File: config.mk
export PLATFORM = sky130hd
export DESIGN_NAME = mem_arbiter_flat
export DESIGN_NICKNAME = d
export VERILOG_FILES = /design/src/rtl/mem_arbiter_pkg.sv /design/src/rtl/mem_arbiter_if.sv /design/src/rtl/mem_arbiter_rr_arb2.sv /design/src/rtl/mem_arbiter.sv /design/src/flat_wrapper.sv
export SDC_FILE = /design/constraint.sdc
export NUM_CORES = 1
export LEC_CHECK = 0
export CAP_MARGIN = 20
export CORE_AREA = 2 2 206 208
export CTS_BUF_LIST = sky130_fd_sc_hd__clkbuf_8
export DETAILED_ROUTE_END_ITERATION = 8
export DIE_AREA = 0 0 208 210
export PLACE_DENSITY = 0.6
export SLEW_MARGIN = 30
export SYNTH_ARGS = -nofsm -noshare
export SYNTH_HDL_FRONTEND = slang
export SYNTH_SLANG_ARGS = --single-unit
export TNS_END_PERCENT = 20
File: constraint.sdc
create_clock -name clk -period 5.7 [get_ports clk]
set_input_delay 0.57 -clock clk [delete_from_list [all_inputs] [get_ports clk]]
set_output_delay 0.57 -clock clk [all_outputs]
set_load 0.005 [all_outputs]
File: src/rtl/mem_arbiter_pkg.sv
// rtl/mem_arbiter_pkg.sv - shared types and constants for the IF/LS single-port memory arbiter
package mem_arbiter_pkg;

    typedef enum logic [1:0] {
        IDLE   = 2'd0,
        ACCESS = 2'd1,
        WAIT   = 2'd2,
        RESP   = 2'd3
    } state_t;

    typedef enum logic {
        REQ_IF = 1'b0,
        REQ_LS = 1'b1
    } requester_t;

    localparam int DEF_ADDR_WIDTH = 64;
    localparam int DEF_DATA_WIDTH = 64;
    // Wide enough for MEM_LAT up to 7.
    localparam int CNT_WIDTH      = 3;

    function automatic int byte_off_bits(input int data_width);
        return $clog2(data_width / 8);
    endfunction

    localparam int BYTE_OFF_BITS = byte_off_bits(DEF_DATA_WIDTH);

endpackage

File: src/rtl/mem_arbiter_if.sv
// rtl/mem_arbiter_if.sv - request/response and RAM-side signal bundle of the memory arbiter
interface mem_arbiter_if #(
    parameter int ADDR_WIDTH = 64,
    parameter int DATA_WIDTH = 64
);
    logic                  if_req_valid;
    logic                  if_req_ready;
    logic [ADDR_WIDTH-1:0] if_addr;
    logic                  if_resp_valid;
    logic [DATA_WIDTH-1:0] if_resp_data;
    logic                  if_resp_error;

    logic                  ls_req_valid;
    logic                  ls_req_ready;
    logic                  ls_we;
    logic [ADDR_WIDTH-1:0] ls_addr;
    logic [DATA_WIDTH-1:0] ls_wdata;
    logic                  ls_resp_valid;
    logic [DATA_WIDTH-1:0] ls_resp_data;
    logic                  ls_resp_error;

    logic [ADDR_WIDTH-1:0] mem_addr;
    logic [DATA_WIDTH-1:0] mem_wdata;
    logic                  mem_we;
    logic [DATA_WIDTH-1:0] mem_rdata;
    logic                  mem_error;

    // Arbiter side.
    modport slave (
        input  if_req_valid, if_addr,
        input  ls_req_valid, ls_we, ls_addr, ls_wdata,
        input  mem_rdata, mem_error,
        output if_req_ready, if_resp_valid, if_resp_data, if_resp_error,
        output ls_req_ready, ls_resp_valid, ls_resp_data, ls_resp_error,
        output mem_addr, mem_wdata, mem_we
    );

    // Requesters and RAM side.
    modport master (
        output if_req_valid, if_addr,
        output ls_req_valid, ls_we, ls_addr, ls_wdata,
        output mem_rdata, mem_error,
        input  if_req_ready, if_resp_valid, if_resp_data, if_resp_error,
        input  ls_req_ready, ls_resp_valid, ls_resp_data, ls_resp_error,
        input  mem_addr, mem_wdata, mem_we
    );

endinterface

File: src/rtl/mem_arbiter_rr_arb2.sv
// rtl/mem_arbiter_rr_arb2.sv - two-input round-robin grant with last-grant memory
module rr_arb2
    import mem_arbiter_pkg::*;
(
    input  logic clk,
    input  logic rst_n,
    input  logic en,
    input  logic req_if,
    input  logic req_ls,
    output logic gnt_if,
    output logic gnt_ls
);

    requester_t last_grant;

    // On a tie the requester not served last wins; reset leaves IF as last so LS wins first.
    assign gnt_ls = req_ls & (~req_if | (last_grant == REQ_IF));
    assign gnt_if = req_if & ~gnt_ls;

    always_ff @(posedge clk or negedge rst_n) begin
        if (!rst_n) begin
            last_grant <= REQ_IF;
        end else if (en && (gnt_if || gnt_ls)) begin
            last_grant <= gnt_ls ? REQ_LS : REQ_IF;
        end
    end

endmodule

File: src/rtl/mem_arbiter.sv
// rtl/mem_arbiter.sv - shares one RAM read/write port between instruction fetch and load/store
module mem_arbiter
    import mem_arbiter_pkg::*;
#(
    parameter int ADDR_WIDTH = DEF_ADDR_WIDTH,
    parameter int DATA_WIDTH = DEF_DATA_WIDTH,
    parameter int MEM_LAT    = 1
) (
    input  logic          clk,
    input  logic          reset,
    mem_arbiter_if.slave  bus
);

    localparam int                    OFF_BITS = byte_off_bits(DATA_WIDTH);
    localparam logic [ADDR_WIDTH-1:0] OFF_MASK = ADDR_WIDTH'((1 << OFF_BITS) - 1);
    localparam logic [CNT_WIDTH-1:0]  LAT_M1   = CNT_WIDTH'(MEM_LAT - 1);

    state_t                state;
    state_t                state_n;
    requester_t            gnt_q;
    logic [CNT_WIDTH-1:0]  cnt;
    logic                  we_q;
    logic                  mis_q;
    logic [ADDR_WIDTH-1:0] addr_q;
    logic [DATA_WIDTH-1:0] wdata_q;

    logic                  arb_en;
    logic                  gnt_if;
    logic                  gnt_ls;
    logic                  hs;
    logic [ADDR_WIDTH-1:0] sel_addr;
    logic                  sel_mis;
    logic                  mem_we_c;
    logic [DATA_WIDTH-1:0] resp_data;
    logic                  resp_err;

    logic                  if_resp_valid_q;
    logic [DATA_WIDTH-1:0] if_resp_data_q;
    logic                  if_resp_error_q;
    logic                  ls_resp_valid_q;
    logic [DATA_WIDTH-1:0] ls_resp_data_q;
    logic                  ls_resp_error_q;

    assign arb_en = (state == IDLE);

    rr_arb2 u_arb (
        .clk    (clk),
        .rst_n  (reset),
        .en     (arb_en),
        .req_if (bus.if_req_valid),
        .req_ls (bus.ls_req_valid),
        .gnt_if (gnt_if),
        .gnt_ls (gnt_ls)
    );

    assign hs       = arb_en & (gnt_if | gnt_ls);
    assign sel_addr = gnt_ls ? bus.ls_addr : bus.if_addr;
    assign sel_mis  = (sel_addr & OFF_MASK) != '0;

    // Ready is gated by reset so nothing looks accepted while the block is held in reset.
    assign bus.if_req_ready = reset & arb_en & gnt_if;
    assign bus.ls_req_ready = reset & arb_en & gnt_ls;

    // Misaligned requests and stores report zero data; misaligned ones never reach RAM.
    assign resp_data = (mis_q | we_q) ? '0 : bus.mem_rdata;
    assign resp_err  = mis_q | bus.mem_error;

    always_comb begin
        state_n  = state;
        mem_we_c = 1'b0;
        case (state)
            IDLE: begin
                if (hs) begin
                    state_n = sel_mis ? RESP : ACCESS;
                end
            end
            ACCESS: begin
                mem_we_c = we_q;
                state_n  = (MEM_LAT > 1) ? WAIT : RESP;
            end
            WAIT: begin
                if (cnt == CNT_WIDTH'(1)) begin
                    state_n = RESP;
                end
            end
            RESP: begin
                state_n = IDLE;
            end
            default: begin
                state_n = IDLE;
            end
        endcase
    end

    always_ff @(posedge clk or negedge reset) begin
        if (!reset) begin
            state   <= IDLE;
            cnt     <= '0;
            gnt_q   <= REQ_IF;
            we_q    <= 1'b0;
            mis_q   <= 1'b0;
            addr_q  <= '0;
            wdata_q <= '0;
        end else begin
            state <= state_n;
            case (state)
                IDLE: begin
                    if (hs) begin
                        gnt_q <= gnt_ls ? REQ_LS : REQ_IF;
                        we_q  <= gnt_ls & bus.ls_we;
                        mis_q <= sel_mis;
                        // The RAM address only moves for accesses that will actually be issued.
                        if (!sel_mis) begin
                            addr_q <= sel_addr;
                            if (gnt_ls) begin
                                wdata_q <= bus.ls_wdata;
                            end
                        end
                    end
                end
                ACCESS: cnt <= LAT_M1;
                WAIT:   cnt <= cnt - CNT_WIDTH'(1);
                default: ;
            endcase
        end
    end

    always_ff @(posedge clk or negedge reset) begin
        if (!reset) begin
            if_resp_valid_q <= 1'b0;
            if_resp_data_q  <= '0;
            if_resp_error_q <= 1'b0;
            ls_resp_valid_q <= 1'b0;
            ls_resp_data_q  <= '0;
            ls_resp_error_q <= 1'b0;
        end else begin
            if_resp_valid_q <= 1'b0;
            ls_resp_valid_q <= 1'b0;
            if (state == RESP) begin
                if (gnt_q == REQ_LS) begin
                    ls_resp_valid_q <= 1'b1;
                    ls_resp_data_q  <= resp_data;
                    ls_resp_error_q <= resp_err;
                end else begin
                    if_resp_valid_q <= 1'b1;
                    if_resp_data_q  <= resp_data;
                    if_resp_error_q <= resp_err;
                end
            end
        end
    end

    assign bus.mem_addr      = addr_q;
    assign bus.mem_wdata     = wdata_q;
    assign bus.mem_we        = mem_we_c;
    assign bus.if_resp_valid = if_resp_valid_q;
    assign bus.if_resp_data  = if_resp_data_q;
    assign bus.if_resp_error = if_resp_error_q;
    assign bus.ls_resp_valid = ls_resp_valid_q;
    assign bus.ls_resp_data  = ls_resp_data_q;
    assign bus.ls_resp_error = ls_resp_error_q;

endmodule

File: src/flat_wrapper.sv
// flat-port wrapper written by rule: the top's interface ports become plain ports
module mem_arbiter_flat import mem_arbiter_pkg::*;
#(
    parameter int ADDR_WIDTH = DEF_ADDR_WIDTH,
    parameter int DATA_WIDTH = DEF_DATA_WIDTH,
    parameter int MEM_LAT    = 1
)
  (clk, reset, bus_if_req_valid, bus_if_addr, bus_ls_req_valid, bus_ls_we, bus_ls_addr, bus_ls_wdata, bus_mem_rdata, bus_mem_error, bus_if_req_ready, bus_if_resp_valid, bus_if_resp_data, bus_if_resp_error, bus_ls_req_ready, bus_ls_resp_valid, bus_ls_resp_data, bus_ls_resp_error, bus_mem_addr, bus_mem_wdata, bus_mem_we);
  mem_arbiter_if #(.ADDR_WIDTH(ADDR_WIDTH), .DATA_WIDTH(DATA_WIDTH)) bus_i ();
  input  logic clk;
  input  logic reset;
  input wire logic [$bits(bus_i.if_req_valid)-1:0] bus_if_req_valid;
  input wire logic [$bits(bus_i.if_addr)-1:0] bus_if_addr;
  input wire logic [$bits(bus_i.ls_req_valid)-1:0] bus_ls_req_valid;
  input wire logic [$bits(bus_i.ls_we)-1:0] bus_ls_we;
  input wire logic [$bits(bus_i.ls_addr)-1:0] bus_ls_addr;
  input wire logic [$bits(bus_i.ls_wdata)-1:0] bus_ls_wdata;
  input wire logic [$bits(bus_i.mem_rdata)-1:0] bus_mem_rdata;
  input wire logic [$bits(bus_i.mem_error)-1:0] bus_mem_error;
  output wire logic [$bits(bus_i.if_req_ready)-1:0] bus_if_req_ready;
  output wire logic [$bits(bus_i.if_resp_valid)-1:0] bus_if_resp_valid;
  output wire logic [$bits(bus_i.if_resp_data)-1:0] bus_if_resp_data;
  output wire logic [$bits(bus_i.if_resp_error)-1:0] bus_if_resp_error;
  output wire logic [$bits(bus_i.ls_req_ready)-1:0] bus_ls_req_ready;
  output wire logic [$bits(bus_i.ls_resp_valid)-1:0] bus_ls_resp_valid;
  output wire logic [$bits(bus_i.ls_resp_data)-1:0] bus_ls_resp_data;
  output wire logic [$bits(bus_i.ls_resp_error)-1:0] bus_ls_resp_error;
  output wire logic [$bits(bus_i.mem_addr)-1:0] bus_mem_addr;
  output wire logic [$bits(bus_i.mem_wdata)-1:0] bus_mem_wdata;
  output wire logic [$bits(bus_i.mem_we)-1:0] bus_mem_we;
  assign bus_i.if_req_valid = bus_if_req_valid;
  assign bus_i.if_addr = bus_if_addr;
  assign bus_i.ls_req_valid = bus_ls_req_valid;
  assign bus_i.ls_we = bus_ls_we;
  assign bus_i.ls_addr = bus_ls_addr;
  assign bus_i.ls_wdata = bus_ls_wdata;
  assign bus_i.mem_rdata = bus_mem_rdata;
  assign bus_i.mem_error = bus_mem_error;
  assign bus_if_req_ready = bus_i.if_req_ready;
  assign bus_if_resp_valid = bus_i.if_resp_valid;
  assign bus_if_resp_data = bus_i.if_resp_data;
  assign bus_if_resp_error = bus_i.if_resp_error;
  assign bus_ls_req_ready = bus_i.ls_req_ready;
  assign bus_ls_resp_valid = bus_i.ls_resp_valid;
  assign bus_ls_resp_data = bus_i.ls_resp_data;
  assign bus_ls_resp_error = bus_i.ls_resp_error;
  assign bus_mem_addr = bus_i.mem_addr;
  assign bus_mem_wdata = bus_i.mem_wdata;
  assign bus_mem_we = bus_i.mem_we;
  mem_arbiter #(.ADDR_WIDTH(ADDR_WIDTH), .DATA_WIDTH(DATA_WIDTH), .MEM_LAT(MEM_LAT)) u_core (.clk(clk), .reset(reset), .bus(bus_i));
endmodule
Word-level counts from Yosys, hierarchy flattened
Cells that the tools add are included.

operators by class
  multiplexer cells = 13
  reduce and logical (&&, ||, !) cells = 11
  bitwise operators = 16
  add/subtract/negate cells = 1
  equality and inequality tests = 6

operators by type and width
  operator               count
  $mux W64               2
  $reduce_bool A64 Y1    1
  $pmux W2 S4            1
  $reduce_and A2 Y1      4
  $and A1 B1 Y1          7
  $mux W1                6
  $mux W2                3
  $pmux W3 S2            1
  $not A1 Y1             5
  $eq A2 B2 Y1 const B   2
  $or A1 B1 Y1           4
  $reduce_and A4 Y1      1
  $eq A3 B1 Y1 const B   1
  $reduce_and A3 Y1      1
  $sub A3 B1 Y3 const B  1
  $eq A2 B1 Y1 const B   1
  $logic_not A2 Y1       1
  $ne A2 B1 Y1 const B   1
  $ne A2 B2 Y1 const B   1
  $reduce_bool A2 Y1     1
  $logic_and A1 B1 Y1    1
  $logic_or A1 B1 Y1     1

storage, ports and cells
  logic and storage cells = 61
  output and inout port bits = 263
  register bits = 269

Longest topological paths before layout
Gate-level depths: netlist of the first run.

  depth in word-level cells = 9
  gate-level depth with buffers = 8
  mapped depth without buffers = 6

Modules after synthesis
Synthesis of the first run repeated with hierarchy kept, for this count alone.

unflattened totals
  cell total of the unflattened synthesis = 888
  area, all modules = 11025.6 µm²

modules (own cells, without submodules)
  module       times used  area an instance (µm²)  cells an instance
  mem_arbiter  1           10970.5                 882
  rr_arb2      1           55.1                    6

Worst setup path after synthesis of the first run
OpenSTA, ideal clock, no wires.

  path type = in2out
  start point = input bus_ls_req_valid
  end point = output bus_ls_req_ready
  path buffers = 2
  arrival = 1.367 ns
  setup slack = 3.763 ns
  stages on the path = 4
  required time = 5.130 ns
  path through = a21boi_2 > buf_2 > buf_2 > and3_1

on the way
  word-level cells in the longest chain between the ends = 2

RTL lines
  item                line                       text
  start: declaration  flat_wrapper.sv:14         input wire logic [$bits(bus_i.ls_req_valid)-1:0] bus_ls_req_valid;
  $and A1 B1 Y1       mem_arbiter_rr_arb2.sv:17  assign gnt_ls = req_ls & (~req_if | (last_grant == REQ_IF));
  $and A1 B1 Y1       mem_arbiter.sv:62          assign bus.ls_req_ready = reset & arb_en & gnt_ls;
  end: declaration    flat_wrapper.sv:24         output wire logic [$bits(bus_i.ls_req_ready)-1:0] bus_ls_req_ready;

No other way between the ends.

Worst setup path in the final report of the first run
Same ends and word-level chain as after synthesis.

==> results of run 1 <==
## cell type report
type	count	share of cell area, %
tap	539	3.776
clock buffer	64	4.932
timing repair buffer	536	30.25
inverter	8	0.1681
sequential	269	37.69
clock inverter	23	0.8337
multi-input combinational	556	22.34
## report_power, final
part | internal [uW] | switching (uW) | total [uW]
Clock | 1090 | 812 | 1900
Combinational | 2120 | 1290 | 3410
Sequential | 2720 | 449 | 3170
## stage by stage
stage          util, %  area, sq um
5_1_grt          43.06        17860
6_report         43.06        17860
3_5_place_dp     40.36        16740
4_1_cts          42.87        17780
2_1_floorplan        -        10970
3_3_place_gp     40.35        16740
## what timing repair did
action / CTS / global route
gates resized for setup: 0 / 0
hold endpoints to repair: 78 / 0
hold buffers: 1 / 0
setup buffers: 0 / 0
## registers in the layout, indices dropped and copies added, names as in the netlist
signal                    cells
u_core.bus.if_resp_data      64
u_core.bus.if_resp_error      1
u_core.bus.if_resp_valid      1
u_core.bus.ls_resp_data      64
u_core.bus.ls_resp_error      1
u_core.bus.ls_resp_valid      1
u_core.bus.mem_addr          64
u_core.bus.mem_wdata         64
u_core.cnt                    3
u_core.gnt_q                  1
u_core.mis_q                  1
u_core.state                  2
u_core.u_arb.last_grant       1
u_core.we_q                   1
## worst paths after layout
kind,startpoint,to,slack (ps),depth (start not counted)
hold reg to reg,u_core.bus.if_resp_data[7],u_core.bus.if_resp_data[7],480,2
hold / removal,u_core.bus.if_resp_data[7],u_core.bus.if_resp_data[7],480,2
max in group asynchronous,reset,u_core.bus.mem_addr[31],3790,3
setup reg to reg,u_core.state[1],u_core.bus.mem_addr[57],3040,6
setup / recovery,bus_ls_req_valid,bus_ls_req_ready,2290,5
min in group asynchronous,reset,u_core.bus.ls_resp_data[6],580,2
## worst min-delay path, delay by kind of cell (launching register included)
family             cells  cell delay [ps]
DFF                    1              340
and+or+nand+nor        1               40
AOI/OAI and AO/OA      1               60
## placed cells by master (no fill, tap or decap), types with 2 or more instances in the layout
master           netlist  layout
mux2_4                40      40
o21ai_0              135     135
a21oi_1                4       4
nand3b_1               2       2
buf_16                 0       2
clkinv_2               0       2
nand2_1              197     196
mux2i_1                2       2
clkdlybuf4s50_1        0     523
nor2b_1                3       3
clkinvlp_4             0       2
ha_1                   7       7
clkbuf_8               0      64
bufinv_16              0       2
mux2_2               146     146
dfrtp_1              269     269
nor2_1                 6       4
nor2_4                 0       2
inv_1                  8      25
nor3_1                 2       2
buf_4                  1       6
buf_6                  5       2
## cells in the mapped netlist, types with 3 or more instances
master / number / share of area (%)
buf_2: 13 / 0.59
ha_1: 7 / 0.80
mux2_2: 146 / 15
mux2_4: 40 / 5.5
nor2_1: 6 / 0.21
a21oi_1: 4 / 0.18
buf_6: 5 / 0.51
inv_1: 8 / 0.27
o21ai_0: 135 / 6.2
nand2_1: 197 / 6.7
nor2b_1: 3 / 0.17
clkbuf_1: 35 / 1.2
dfrtp_1: 269 / 61
## cells by family (layout without fill, tap and decap cells)
kind of cell,count (synthesis),in the layout,share of synthesized area (%)
AOI/OAI and AO/OA,144,144,6.744
adders and majority gates,7,7,0.7987
buffers and inverters,63,631,2.681
DFF,269,269,61.39
muxes,188,188,20.65
and+or+nand+nor,217,217,7.736
## per-layer routing
metal  wire, microns  vias to the layer above  part of all wire (%)  global-route usage (%)
li1                -                     4073                     -                       -
met1           14010                     4155                    40                   18.56
met2           17610                      332                    50                   27.22
met3            2745                       52                   7.8                   5.349
met4             760                        0                   2.2                   4.965
met5               0                        -                     0                       0
==> impl_results.md, run 1 <==
* GPL Wtd Cong at 0.8018
* Final period util at 59.80%
* Maximum clock skew at final layout at 25.43 ps
* Number of rows created at floorplan at 75
* Horizontal extent of the die at 208 microns
* Routed wirelength normalized by instance count at 17.61 microns
* CTS tree: done
* Clock edge transition at the registers on the reported setup and hold paths at 60 ps
* Clock sink total at 269
* Final critical-path setup slack at 2291 ps
* Remaining max-slew budget at the tightest pin at 41.53%
* Antenna violations before repair at 0
* Residual DRC count at 0
* Post-route total power at 8483 uW
* Layout cell share with drive strength beyond 1 at 18.82%
* Startpoint type of the worst setup path: input port
* Required arrival time at the worst endpoint at 5130 ps
* Min Tclk post-route at 3409 ps
* Core area at 41480 sq um
* Fin. max-slew vios at 0
* Critical path peak fanout at 65
* Yosys warning total at 0
* Syn Area/Cell at 12.35 sq um
* Via count of the first global-routing pass at 9107
* Drt total wl at 35130 microns
* HPWL after detailed placement at 25170 microns
* Most used flip-flop cell after synthesis: dfrtp_1
* H-tree level count at 2
* Full die area at 43680 sq um
* Layout fillers at 3978
* RSZ-0062 raised after global routing: false
* Hold_ws at 476.2 ps
* Kind of end point of the critical path: output pin
* Status: completed
* Layout-stage area growth over the synthesis result at 62.86%
* Count of buffering cells on the critical path with inverters included at 3
* Hold Crit Class: register to register
* Number of buffers between clock root and the deepest sink at 3
* Async set-reset flop share out of synthesis at 100.0%
* Non-Filler Instances at 1995
* Number of hold violations in the final report at 0
* Clk_lat worst skew at 600 ps
* Arrival time reported for the critical path endpoint at 2840 ps
* Worst Setup Path Type: input port to output pin
* Cells after DPL at 1904
* Worst setup slack after placement at 2227 ps
* I/O pin count at 525
* Setup-failing EPs final at 0
* Cell class contributing the biggest share of worst-path delay: buffers and inverters
* Mapped Nets at 1157
* Die outline height at 210 microns
* Number of max-capacitance violations reported at 0
* Total CTS buffers at 49
* Root Buffer: clkbuf_8
* Initial Utilization at 26.44%
* Portion of the post-synthesis area used by sequential elements at 61.39%
* Leakage power figure at 0.007689 uW
* Maximum number of pins on one net before global-route repair at 106
* Actual slew at the worst max-slew pin at 877.0 ps
* First-pass GRT wire length at 54140 microns
* Cells along the critical path: clkdlybuf4s50_1 -> a21boi_4 -> buf_4 -> and3_1 -> clkdlybuf4s50_1
* Number of distinct library cells after synthesis at 28
* Achievable clock frequency at 293.4 MHz
* Cell area after technology mapping at 10970 sq um
* Total congestion overflow after global routing at 0
* Mean number of vias per cell at 4.317
* Antenna viol nets, final at 0
* Number of register bits inferred by synthesis at 269
* Post-synth EDFFs at 0
* Total global routing track utilization at 15.79%
* Maximum single-stage delay on the critical path at 680 ps
* Number of diodes added for antenna fixing at 0
* CP most frequent cell: clkdlybuf4s50_1
* Slowest stage cell, crit path: buf_4
* Multi-input combinational cell area at 3990 sq um
* Nets at 1689
* Initial DRC count at 282
* Number of vias in the routed layout at 8612
* Final total negative setup slack at 0 ps
* Area of all sequential standard cells at 6731 sq um
* Initial DRT Pass Iterations at 4
* Port buffer count at 524
* Total power density per cell area at 475.0 nW/um^2
* Mapped Cells at 888
* Worst-case vdd ir drop at 0.0002384 V
No activity file was read; power rests on OpenSTA's default activity.
==> run 2, diff against run 1 <==
--- a/config.mk
+++ b/config.mk
@@ -10,7 +10,7 @@
 export CTS_BUF_LIST = sky130_fd_sc_hd__clkbuf_8
 export DETAILED_ROUTE_END_ITERATION = 8
 export DIE_AREA = 0 0 208 210
-export PLACE_DENSITY = 0.6
+export PLACE_DENSITY = 0.62
 export SLEW_MARGIN = 30
 export SYNTH_ARGS = -nofsm -noshare
 export SYNTH_HDL_FRONTEND = slang
==> constraint.sdc (replaced) <==
create_clock -name clk -period 2.8 [get_ports clk]
set_input_delay 0.28 -clock clk [delete_from_list [all_inputs] [get_ports clk]]
set_output_delay 0.28 -clock clk [all_outputs]
set_load 0.005 [all_outputs]
==> run 2 against run 1 <==
- clock power up 83%
- clock skew is 5.2 ps higher
- largest power group unchanged
- power up 99%
- critical endpoint is now bus_if_req_ready
- combinational power grew 100%
- utilization fell by 0.060 points
- worst hold slack got worse by 310 ps
- die area stayed put
- register-to-register slack worse by 2300 ps
- sequential share of layout area rose by 0.053 points
- routed wire length rose by 0.23%
==> impl_results.md, run 2 (synthesis results as in run 1) <==
* Status: completed
* Hold Crit Class: input port to async pin
* HPWL after detailed placement at 25620 microns
* Maximum clock skew at final layout at 30.61 ps
* H-tree level count at 2
* Initial DRT Pass Iterations at 6
* Initial Utilization at 26.44%
* Achievable clock frequency at 394.7 MHz
* Horizontal extent of the die at 208 microns
* Routed wirelength normalized by instance count at 17.66 microns
* PostCTS Resize Cnt at 0
* Final period util at 90.48%
* Remaining max-slew budget at the tightest pin at 58.67%
* Number of diodes added for antenna fixing at 0
* Mean number of vias per cell at 4.297
* Critical Path Start: u_core.state[0]
* Clock edge transition at the registers on the reported setup and hold paths at 60 ps
* Antenna violations before repair at 0
* Root Buffer: clkbuf_8
* Register-to-register setup slack at 760 ps
* Leakage power figure at 0.007680 uW
* Critical path peak fanout at 5
* Most frequent standard cell in the layout excluding fill and tap cells: clkdlybuf4s50_1
* CTS tree: done
* Total congestion overflow after global routing at 0
* Drt total wl at 35210 microns
* Layout fillers at 3938
* Non-Filler Instances at 1994
* Share of power burned in the clock network at 20.5%
* Post-route total power at 16910 uW
* Die outline height at 210 microns
* Arrival time reported for the critical path endpoint at 2250 ps
* Cells after DPL at 1914
* Actual slew at the worst max-slew pin at 620.0 ps
* Hold_ws at 171.0 ps
* Layout cell share with drive strength beyond 1 at 18.83%
* Met3 WL at 2450 microns
* Required arrival time at the worst endpoint at 2520 ps
* Min Tclk post-route at 2533 ps
* Worst Setup Path Type: register to output pin
* Layout-stage area growth over the synthesis result at 62.63%
* Clock sink total at 269
* Total internal power at 11750 uW
* Startpoint type of the worst setup path: register
* Layout Utilization at 43.00%
* Number of vias in the routed layout at 8568
* NetSw at 5163 uW
* Port buffer count at 524
* Switching share of total power at 30.53%
* Via count of the first global-routing pass at 9007
* Number of buffers between clock root and the deepest sink at 3
* Antenna viol nets, final at 0
* Comb power frac at 41.3%
* Nets at 1696
* Core area at 41480 sq um
* Number of rows created at floorplan at 75
* Total CTS buffers at 48
* Max Used Layer: met4
* Worst-case vdd ir drop at 0.0004400 V
* Number of max-capacitance violations reported at 0
* Number of hold violations in the final report at 0
* Total power density per cell area at 948.3 nW/um^2
* Terminus of the critical flop-to-flop path: u_core.bus.mem_addr[3]
* Kind of end point of the critical path: output pin
* First-pass GRT wire length at 53450 microns
* RSZ-0062 raised after global routing: false
* Reg-to-reg startpoint: u_core.state[0]
* Clk_lat worst skew at 600 ps
* Fin. max-slew vios at 0
* Sum of met2 wire segment lengths after detailed routing at 17700 microns
* Initial DRC count at 295
* Sequential cell fraction of total power at 38.2%
* Setup-failing EPs final at 0
* Final total negative setup slack at 0 ps
* Worst setup path endpoint: bus_if_req_ready
* GPL Wtd Cong at 0.8009
* Worst r2r path cells at 6
* Total global routing track utilization at 15.64%
* Residual DRC count at 0
* Maximum number of pins on one net before global-route repair at 148
* I/O pin count at 525
* Full die area at 43680 sq um
* Wire length the detailed router placed on met1 at 14310 microns
* Leading cell types in the layout, fill and taps excluded: 523 x clkdlybuf4s50_1, 269 x dfrtp_1, 196 x nand2_1
run 2: cell types whose count changed in the layout (fill, tap and decap cells not counted), moves of 2 or more:
cell,delta
bufinv_16,-2
buf_12,+6
clkbuf_8,-6
buf_6,-2
buf_4,+4
run 2: critical path: stages (launching register included):
cell and delay, ps:
dfrtp_1 400, inv_1 120, ha_1 230, nand2_1 170, nor3b_1 210, clkdlybuf4s50_1 530
run 2: final cells by class:
class / count / area (sq um) / area share [%]
multi-input cells: 556 / 3983 / 22.33
flip-flops and latches: 269 / 6731 / 37.75
well taps: 539 / 674.4 / 3.782
clock inverters: 20 / 86.33 / 0.4841
clock buffers: 58 / 798.3 / 4.476
repair buffers: 544 / 5530 / 31.01
inverters: 8 / 30.03 / 0.1684
run 2: power by group through the flow:
| stage | clock network [uW] | logic (uW) | registers, uW |
|---|---|---|---|
| 2_1_floorplan | 0 | 2310 | 6540 |
| 3_3_place_gp | 0 | 7010 | 6430 |
| 3_5_place_dp | 0 | 7080 | 6500 |
| 4_1_cts | 3630 | 7110 | 6460 |
| 5_1_grt | 3780 | 7530 | 6660 |
| 6_report | 3470 | 6990 | 6450 |
run 2: how the worst min path moves through the flow:
stage / startpoint / endpoint / slack, ps / cells past startpoint
floorplan: reset / u_core.bus.if_resp_data[0] / -20 / 0
global placement: reset / u_core.bus.mem_addr[50] / 180 / 1
detailed placement: reset / u_core.bus.mem_addr[50] / 190 / 1
CTS: reset / u_core.bus.ls_resp_data[4] / 100 / 2
global route: reset / u_core.bus.mem_addr[50] / 150 / 2
finish: reset / u_core.bus.ls_resp_data[4] / 170 / 2
run 2: stage by stage:
step           setup slack (ps)  area [sq um]
2_1_floorplan             863.6         10970
3_3_place_gp              308.9         16880
3_5_place_dp              295.2         16910
4_1_cts                   150.9         17810
5_1_grt                   117.5         17830
6_report                  266.6         17830
run 2: layer usage:
metal	vias up	global-route usage, %
met2	291	26.75
met1	4153	18.85
met3	52	4.470
met5	-	0
li1	4072	-
met4	0	5.503
run 2: repair_timing:
| action | in CTS | in global routing |
|---|---|---|
| hold endpoints to repair | 63 | 0 |
| hold buffers | 1 | 0 |
| buffers inserted | 0 | 0 |
==> run 3, diff against run 2 <==
==> constraint.sdc (replaced) <==
create_clock -name clk -period 2.8 [get_ports clk]
set_input_delay 0.42 -clock clk [delete_from_list [all_inputs] [get_ports clk]]
set_output_delay 0.42 -clock clk [all_outputs]
set_load 0.005 [all_outputs]
==> run 3 against run 2 <==
- sequential cell count unchanged
- design area up 0.33%
- largest cell class unchanged
- power up 1.3%
==> impl_results.md, run 3 (synthesis results as in run 1) <==
* Arrival time reported for the critical path endpoint at 2050 ps
* Residual DRC count at 0
* Terminus of the critical flop-to-flop path: u_core.bus.mem_addr[8]
* Non-Filler Instances at 2002
* Cells after DPL at 1916
* First-pass GRT wire length at 54480 microns
* Startpoint type of the worst setup path: register
* Critical path peak fanout at 9
* Number of max-capacitance violations reported at 0
* Layout cell share with drive strength beyond 1 at 18.93%
* Final period util at 88.19%
* Status: completed
* Total congestion overflow after global routing at 0
* Achievable clock frequency at 405.0 MHz
* Comb power frac at 41.2%
* Area of all sequential standard cells at 6731 sq um
* Reg-to-reg startpoint: u_core.state[0]
* Total global routing track utilization at 15.98%
* I/O pin count at 525
* Min Tclk post-route at 2469 ps
* Fin. max-slew vios at 0
* Worst r2r path cells at 6
* Mean number of vias per cell at 4.299
* H-tree level count at 2
* CTS tree: done
* Horizontal extent of the die at 208 microns
* Antenna viol nets, final at 0
* RSZ-0062 raised after global routing: false
* Leakage power figure at 0.007748 uW
* Switching share of total power at 30.20%
* Total CTS buffers at 48
* Antenna violations before repair at 0
* Kind of end point of the critical path: output pin
* Worst-case vdd ir drop at 0.0004514 V
* Clock edge transition at the registers on the reported setup and hold paths at 60 ps
* Layout-stage area growth over the synthesis result at 63.17%
* Core area at 41480 sq um
* Number of vias in the routed layout at 8606
* Full die area at 43680 sq um
* Cells along the critical path: inv_1 -> ha_4 -> and3_1 -> clkdlybuf4s50_1
* Post-CTS Setup Repair Bufs at 0
* Slowest stage cell, crit path: clkdlybuf4s50_1
* Number of rows created at floorplan at 75
* HPWL after detailed placement at 26340 microns
* Maximum single-stage delay on the critical path at 490 ps
* Root Buffer: clkbuf_8
* Initial Utilization at 26.44%
* Nets at 1697
* Routed wirelength normalized by instance count at 17.74 microns
* Hold_ws at 289.1 ps
* Via count of the first global-routing pass at 9220
* Setup-failing EPs final at 0
* Number of diodes added for antenna fixing at 0
* Sequential cell fraction of total power at 37.7%
* Clk_lat worst skew at 590 ps
* Number of hold violations in the final report at 0
* Initial DRT Pass Iterations at 6
* Hold Crit Class: input port to async pin
* Initial DRC count at 319
* Total power density per cell area at 957.1 nW/um^2
* Multi-input combinational cell area at 3995 sq um
* NetSw at 5172 uW
* Die outline height at 210 microns
* Actual slew at the worst max-slew pin at 798.8 ps
* Number of buffers between clock root and the deepest sink at 3
* Final total negative setup slack at 0 ps
* Total internal power at 11950 uW
* Port buffer count at 524
* Maximum clock skew at final layout at 17.63 ps
* Share of power burned in the clock network at 21.1%
* Most frequent standard cell in the layout excluding fill and tap cells: clkdlybuf4s50_1
* Layout fillers at 3935
* Maximum number of pins on one net before global-route repair at 136
* Leading cell types in the layout, fill and taps excluded: 522 x clkdlybuf4s50_1, 269 x dfrtp_1, 196 x nand2_1
* Drt total wl at 35510 microns
* Worst Setup Path Type: register to output pin
* GPL Wtd Cong at 0.8270
* Clock sink total at 269
* Remaining max-slew budget at the tightest pin at 46.75%
* Register-to-register setup slack at 690 ps
* Required arrival time at the worst endpoint at 2380 ps
-- run 3: metal layers --
metal	track usage, %	up-vias	share of wire (%)
met5	0	-	0
met4	6.187	0	3.2
met3	5.334	67	7.5
met2	26.90	323	50
met1	18.90	4125	40
li1	-	4091	-
-- run 3: power groups by stage --
stage / registers, uW / clock network (uW) / logic (uW)
final: 6450 / 3610 / 7060
after global routing: 6670 / 3970 / 7630
after CTS: 6470 / 3780 / 7180
after detailed placement: 6510 / 0 / 7120
after global placement: 6460 / 0 / 7050
after floorplan: 6540 / 0 / 2310
-- run 3: worst max path at each step --
stage | from | endpoint | slack (ps) | cells after the start
detailed placement | bus_if_addr[0] | u_core.bus.mem_addr[8] | 170 | 7
global placement | bus_if_addr[0] | u_core.bus.mem_addr[12] | 190 | 7
global route | u_core.state[0] | bus_ls_req_ready | 200 | 4
floorplan | u_core.state[0] | u_core.bus.mem_addr[17] | 860 | 8
finish | u_core.state[0] | bus_ls_req_ready | 330 | 4
CTS | u_core.state[0] | bus_if_req_ready | 40 | 5
-- run 3: cell type report --
| cell class | count | area share (%) |
|---|---|---|
| Sequential cell | 269 | 37.62 |
| Clock inverter | 25 | 0.6853 |
| Clock buffer | 60 | 4.615 |
| Tap cell | 539 | 3.769 |
| Multi-Input combinational cell | 556 | 22.33 |
| Inverter | 8 | 0.1678 |
| Timing Repair Buffer | 545 | 30.81 |
-- run 3: worst max-delay path, delay by kind of cell, from the launching register on --
kind	cells	cell delay [ps]
flops	1	410
fa+ha+maj	1	240
buf+inv	2	660
simple gates	1	160
-- run 3: per-stage QoR --
step                      area (sq um)  total power [uW]  util (%)  worst slack [ps]
final                            17890             17130     43.14             330.7
after global routing             17890             18270     43.14             197.0
after CTS                        17890             17430     43.13             40.17
after detailed placement         16920             13630     40.79             169.0
after global placement           16920             13510     40.79             189.4
after floorplan                  10970              8852         -             863.6
-- run 3: timing repair --
| item | CTS | global route |
|---|---|---|
| gates resized for setup | 2 | 1 |
| hold buffers | 1 | 0 |
| setup endpoints to repair | 1 | 1 |
| endpoints found under the hold margin | 18 | 0 |
